### src/rtl/uart_tx.sv
// UART transmitter with a small memory-mapped register slave and TX FIFO.
// Bytes written to DATA are queued and shifted out as 8N1 frames, LSB first.
module uart_tx #(
  parameter int PRESCALE   = 868,
  parameter int FIFO_DEPTH = 16
) (
  input  logic        i_clock,
  input  logic        i_reset,
  input  logic        i_request,
  input  logic        i_rw,
  input  logic [31:0] i_address,
  input  logic [31:0] i_wdata,
  output logic [31:0] o_rdata,
  output logic        o_ready,
  output logic        UART_TX
);

  localparam int AW = $clog2(FIFO_DEPTH);
  localparam int LW = AW + 1;
  localparam logic [15:0]   BAUD_RELOAD = 16'(PRESCALE - 1);
  localparam logic [LW-1:0] LEVEL_FULL  = LW'(FIFO_DEPTH);

  typedef enum logic [1:0] {IDLE, START, DATA, STOP} state_t;

  state_t        state;
  logic [7:0]    fifo_mem [FIFO_DEPTH];
  logic [AW-1:0] wr_ptr;
  logic [AW-1:0] rd_ptr;
  logic [LW-1:0] level;
  logic [15:0]   baud_cnt;
  logic [2:0]    bit_cnt;
  logic [7:0]    shift_reg;

  logic          fifo_full;
  logic          fifo_empty;
  logic          busy;
  logic          sel_data;
  logic          data_write;
  logic          accept;
  logic          push;
  logic          pop;
  logic [7:0]    level_byte;
  logic [31:0]   status_word;
  logic [31:0]   read_word;
  logic          unused_bits;

  assign fifo_full   = (level == LEVEL_FULL);
  assign fifo_empty  = (level == '0);
  assign busy        = (state != IDLE);
  assign sel_data    = (i_address[3:2] == 2'd0);
  assign data_write  = i_rw && sel_data;
  assign accept      = i_request && !o_ready && !(data_write && fifo_full);
  assign push        = accept && data_write;
  assign pop         = (state == IDLE) && !fifo_empty;
  assign level_byte  = 8'(level);
  assign status_word = {16'h0000, level_byte, 5'b00000, fifo_empty, fifo_full, busy};
  assign unused_bits = ^{i_address[31:4], i_address[1:0], i_wdata[31:8]};

  always_comb begin
    read_word = '0;
    if (i_address[3:2] == 2'd1) begin
      read_word = status_word;
    end
  end

  // o_ready stays high for as long as the master holds the request, so a
  // long request can never be accepted twice.
  always_ff @(posedge i_clock or negedge i_reset) begin
    if (!i_reset) begin
      o_ready <= 1'b0;
      o_rdata <= '0;
    end else if (accept) begin
      o_ready <= 1'b1;
      o_rdata <= i_rw ? '0 : read_word;
    end else if (!i_request) begin
      o_ready <= 1'b0;
    end
  end

  always_ff @(posedge i_clock) begin
    if (push) begin
      fifo_mem[wr_ptr] <= i_wdata[7:0];
    end
  end

  always_ff @(posedge i_clock or negedge i_reset) begin
    if (!i_reset) begin
      wr_ptr <= '0;
      rd_ptr <= '0;
      level  <= '0;
    end else begin
      if (push) begin
        wr_ptr <= wr_ptr + AW'(1);
      end
      if (pop) begin
        rd_ptr <= rd_ptr + AW'(1);
      end
      case ({push, pop})
        2'b10:   level <= level + LW'(1);
        2'b01:   level <= level - LW'(1);
        default: level <= level;
      endcase
    end
  end

  // Each bit is exactly PRESCALE cycles: the counter reloads on the same edge
  // that drives the next bit onto the line.
  always_ff @(posedge i_clock or negedge i_reset) begin
    if (!i_reset) begin
      state     <= IDLE;
      baud_cnt  <= '0;
      bit_cnt   <= '0;
      shift_reg <= '0;
      UART_TX   <= 1'b1;
    end else begin
      case (state)
        IDLE: begin
          UART_TX <= 1'b1;
          if (pop) begin
            shift_reg <= fifo_mem[rd_ptr];
            baud_cnt  <= BAUD_RELOAD;
            UART_TX   <= 1'b0;
            state     <= START;
          end
        end
        START: begin
          if (baud_cnt == '0) begin
            baud_cnt  <= BAUD_RELOAD;
            bit_cnt   <= '0;
            UART_TX   <= shift_reg[0];
            shift_reg <= {1'b0, shift_reg[7:1]};
            state     <= DATA;
          end else begin
            baud_cnt <= baud_cnt - 16'd1;
          end
        end
        DATA: begin
          if (baud_cnt == '0) begin
            baud_cnt <= BAUD_RELOAD;
            if (bit_cnt == 3'd7) begin
              UART_TX <= 1'b1;
              state   <= STOP;
            end else begin
              bit_cnt   <= bit_cnt + 3'd1;
              UART_TX   <= shift_reg[0];
              shift_reg <= {1'b0, shift_reg[7:1]};
            end
          end else begin
            baud_cnt <= baud_cnt - 16'd1;
          end
        end
        STOP: begin
          if (baud_cnt == '0) begin
            state <= IDLE;
          end else begin
            baud_cnt <= baud_cnt - 16'd1;
          end
        end
        default: state <= IDLE;
      endcase
    end
  end

endmodule

### config.mk
export PLATFORM = sky130hd
export DESIGN_NAME = uart_tx
export DESIGN_NICKNAME = d
export VERILOG_FILES = /design/src/rtl/uart_tx.sv
export SDC_FILE = /design/constraint.sdc
export NUM_CORES = 1
export LEC_CHECK = 0
export BUFFER_PORTS_ARGS = -buffer_cell sky130_fd_sc_hd__buf_2
export CAP_MARGIN = 20
export CORE_MARGIN = 4
export CORE_UTILIZATION = 50
export CTS_CLUSTER_DIAMETER = 200
export DETAILED_ROUTE_END_ITERATION = 12
export PLACE_DENSITY = 0.72
export SKIP_LAST_GASP = 1
export SYNTH_ARGS = -nofsm -noshare
export SYNTH_HDL_FRONTEND = slang
export SYNTH_SLANG_ARGS = --single-unit
### constraint.sdc
create_clock -name i_clock -period 2.96 [get_ports i_clock]
set_input_delay 0.296 -clock i_clock [delete_from_list [all_inputs] [get_ports i_clock]]
set_output_delay 0.296 -clock i_clock [all_outputs]
set_load 0.01 [all_outputs]
======== Yosys cells after proc, flatten, opt, wreduce, memory -nomap -nowiden ========
Memories as Yosys holds them, arrays and structs flattened.
Cells that the tools add are included.
operators by class
  $add $sub $neg .......................... 6
  equal/unequal tests ..................... 16
  muxes and demuxes ....................... 31
  reduce and logical (&&, ||, !) cells .... 23
operators with widths
  operator                                                               number
  16-bit 2-to-1 mux                                                      3
  16-bit one-hot mux with 3 select lines                                 1
  8-bit 2-to-1 mux                                                       4
  13-bit 2-to-1 mux                                                      2
  8-bit one-hot mux with 3 select lines                                  1
  16-bit logical NOT                                                     1
  16-bit by 1-bit subtractor with 16-bit output (second input constant)  1
  2-bit != test (second input constant)                                  7
  2-bit 2-to-1 mux                                                       5
  5-bit one-hot mux with 2 select lines                                  1
  5-bit AND reduction                                                    2
  3-bit 2-to-1 mux                                                       3
  4-bit by 1-bit adder with 4-bit output (second input constant)         2
  1-bit 2-to-1 mux                                                       8
  2-bit one-hot mux with 4 select lines                                  1
  2-bit by 1-bit == test with 1-bit output (second input constant)       3
  2-bit == test (second input constant)                                  3
  1-bit logical AND                                                      6
  3-bit one-hot mux with 2 select lines                                  1
  2-bit nonzero test                                                     3
  5-bit by 1-bit adder with 5-bit output (second input constant)         1
  5-bit == test (second input constant)                                  1
  5-bit logical NOT                                                      1
  5-bit by 1-bit subtractor with 5-bit output (second input constant)    1
  other kinds (11)                                                       14
storage, ports and cells
  flip-flop bits (word level) ............. 76
  bits in writable memories ............... 128
  input bits .............................. 68
  output and inout port bits .............. 34
  logic and storage cells ................. 87
  memories ................................ 1
memories
  name      words  width  rd ports  clocked after memory_dff  write ports  RTL line  RTL
  fifo_mem  16     8      1         0                         1            26        logic [7:0] fifo_mem [FIFO_DEPTH];

======== Logic depth before layout (Yosys ltp) ========
  depth in word-level cells ............... 8
  gate-level depth with buffers ........... 15
  gate-level depth less buffers ........... 12

======== Worst setup path before layout ========
No wires, ideal clock.
  path type ............................... register -> register
  start point ............................. reg level[1]
  end point ............................... reg level[4]
  setup time .............................. 0.080 ns
  arrival ................................. 2.743 ns
  required time ........................... 2.880 ns
  path slack .............................. 0.137 ns
  stages on the path, launching flop included .. 16
  path buffers ............................ 3
  clock period less this slack ............ 2.823 ns
  path through ............................ dfrtp_1 buf_2 nor4_4 nand2_1 and3_1 buf_2 inv_1 ha_1 clkbuf_1 xor2_1 ha_1 a21o_1 nand2_1 a21o_1 a31oi_1 xnor2_1
between the ends
  longest elaborated chain between the ends .. 7
  elaborated cells on any way between the ends .. 14
  classes of those cells .................. add/sub: 2; eq/ne: 3; mux: 1; reduce/logical: 8
ends and longest elaborated chain
  element                                                                             RTL line  RTL
  start: declaration                                                                  29        logic [LW-1:0] level;
  start signal: assignment                                                            99        2'b10: level <= level + LW'(1);
  start signal: assignment                                                            100       2'b01: level <= level - LW'(1);
  start signal: assignment                                                            101       default: level <= level;
  5-bit == test                                                                       47        assign fifo_full = (level == LEVEL_FULL);
  1-bit logical AND                                                                   52        assign accept = i_request && !o_ready && !(data_write && fifo_full);
  1-bit logical NOT                                                                   52
  1-bit logical AND                                                                   52
  1-bit logical AND                                                                   53        assign push = accept && data_write;
  2-bit by 1-bit == test with 1-bit output / 2-bit == test (equally long branches)    98        case ({push, pop})
  5-bit one-hot mux with 2 select lines / 2-bit nonzero test (equally long branches)  -
Several ways; a longest one is shown, not always the timed one.
A chain may end at the register's enable or synchronous reset.

======== Worst setup path in the final report ========
Same ends and word-level chain as after synthesis.

==> results.cfg <==
[routing]
routed_via_density = 5.68
wl_per_cell_um = 18.2
drtIter0Drc = 436
ant_nets = 0
drc = 0
vias = 4978
wirelength_um = 16000
drt_first_pass_iters = 6

[floorplanning]
fp-row-count = 46
die_h_um = 136
core_mm2 = 0.0159
die_area_mm2 = 0.0184
die_w_um = 136
initial_utilization = 0.512
boundaryPins = 102

[worst_setup_path]
cp_num_buf_inv = 1
cp_top_family = simple AND/OR/NAND/NOR gates
critical_path.slowest_cell = dfrtp_1
worstSetupEndpointType = flop
max_stage_delay_ns = 0.48
startpoint_type = flop
crit_start = level[1]
critical_path_class = flop to flop
critical_path.max_fanout = 8
critPathRequiredTime_ns = 3.32
crit_arrival_ns = 3.04
timing.critical_path.cells = nor4_4 > nand2_1 > and3_1 > inv_1 > ha_1 > xor2_1 > ha_1 > a21o_1 > nand2_1 > a21o_1 > a31oi_1 > xnor2_1
r2r-start = level[1]

[cells_and_area]
layout_common_cells = edfxtp_1 (128), dfrtp_1 (50), mux2i_1 (48), nor2_1 (37), nand2_1 (36)
final_common_cell = edfxtp_1
register_area_mm2 = 0.00515
largest-register = fifo_mem
multi_input_area_mm2 = 0.00267
syn2layout_area_growth_pct = 11.0
drive_above_1_share = 0.142
largestRegisters = fifo_mem x128, baud_cnt x16
fill_cells = 1241
largest_reg_flops = 128
diodes = 0
nets = 733

[timing]
rsz0062_at_grt = no
fin_setup_tns_ns = 0
period_share = 0.904
finalHoldViolCount = 0
worstMarginPinSlew_ns = 0.818
max_freq_mhz = 374
fin_skew_ns = 0.0112
setup_violations = 0
period_needed_ns = 2.68
fin_hold_ws_ns = 0.0821
drv_slew = 0
slew_headroom = 0.455

[logic_synthesis]
synth-seq-cells = 180
avgSynthCellArea_um2 = 13.2
synthFlopType = edfxtp_1
synth-async-reset-ratio = 0.289
synth_cell_types = 59
synth_cells = 618
ys_warn_count = 0
synth-edff-count = 128
syn-cell-area_mm2 = 0.00813
yosysSeqAreaShare = 0.633

[pwr]
power.total_mw = 5.44
p_per_area_mw_per_mm2 = 603
max-vdd-ir-drop_mv = 0.476
p_leak_nw = 3.27

[cts]
cts_root_buffer = clkbuf_16
cts_num_sinks = 180
cts.path.max_buffers = 2
clock_latency_ns = 0.44
htree_num_levels = 4
path_clk_slew_ns = 0.07
cts_made_buffers = 17
cts_tree = yes

[global_route]
antenna_found_initial = 0
track_usage = 0.181
grt-ovfl-total = 0
grt_max_degree = 45
grt_pass1_vias = 4814
grt_pass1_wl_um = 25300

[place]
gp_congestion = 0.846
hpwl_um = 10600
port_buffers = 23

[outcome]
outcome = completed

[flow_run]
drv_cap = 0

[worst_hold_path]
hold_class = primary input to flop
min-delay-start = i_request
-- worst reg2reg max path, cell delays in order (launching register included) --
cell	delay, ns
dfrtp_1	0.48
nor4_4	0.41
nand2_1	0.12
and3_1	0.19
inv_1	0.09
ha_1	0.20
xor2_1	0.18
ha_1	0.23
a21o_1	0.13
nand2_1	0.05
a21o_1	0.17
a31oi_1	0.20
xnor2_1	0.14
-- synthesized netlist by cell type, types with 15 or more instances --
master    number  area, um2
o21ai_0       15       75.1
edfxtp_1     128       3840
buf_4         26        195
nor2_1        37        139
buf_2         16       80.1
nand2_1       36        135
ha_1          16        200
a21oi_1       30        150
nor2b_1       18        113
mux2i_1       48        480
dfrtp_1       51       1280
a22oi_1       17        128
-- power breakdown --
group	total, mW	internal, mW	switching (mW)
Clock	2.18	1.18	0.999
Combinational	0.339	0.131	0.208
Sequential	2.92	2.78	0.140
Total	5.44	4.10	1.35
-- per-layer routing --
layer  up-vias  GRT usage  routed length [um]  share of wire
li1       2322          -                   -              -
met1      2479      0.234                6920           0.43
met2       149      0.301                7960           0.50
met3        28     0.0423                 822          0.051
met4         0     0.0655                 286          0.018
met5         -          0                   0              0
-- layout make-up --
| class | count | share of cell area |
|---|---|---|
| Clock buffer | 17 | 0.0472 |
| Multi-Input combinational cell | 389 | 0.296 |
| Clock inverter | 14 | 0.0161 |
| Sequential cell | 180 | 0.571 |
| Tap cell | 216 | 0.0300 |
| Inverter | 14 | 0.00582 |
| Timing Repair Buffer | 47 | 0.0344 |
-- worst paths after layout --
path	cells after the start	slack [ns]	endpoint
min in group asynchronous	2	0.49	baud_cnt[10]
worst max register to register	12	0.28	level[4]
max in group asynchronous	3	1.69	level[1]
worst min register to register	2	0.48	o_rdata[0]
worst min-delay path	2	0.08	o_ready
worst max-delay path	12	0.28	level[4]
-- cell families (layout without fill, tap and decap cells) --
kind of cell	after synthesis	after routing	synth area share
AO/OA/AOI/OAI	127	127	0.106
other	1	24	0.000461
AND/OR/NAND/NOR	155	155	0.101
flip-flops	180	180	0.633
adder cells (fa/ha/maj)	16	16	0.0246
multiplexers	55	55	0.0715
XOR/XNOR	12	12	0.0129
buffers and inverters	72	92	0.0505
-- through the flow --
step                instances   util  setup WS, ns  instance area [um2]
finish                    877  0.568         0.284                 9020
global route              877  0.568        0.0534                 9020
CTS                       875  0.567        0.0804                 9000
detailed placement        843  0.530        0.0905                 8420
global placement          843  0.530         0.228                 8420
floorplan                 641      -         0.137                 8220
-- timing repair --
item / CTS / global route
hold endpoints to repair: 33 / 0
endpoints found under the setup margin: 0 / 2
buffers inserted: 0 / 0
hold buffers: 1 / 0
resized for setup: 0 / 2
Power figures use the tool's default switching activity.
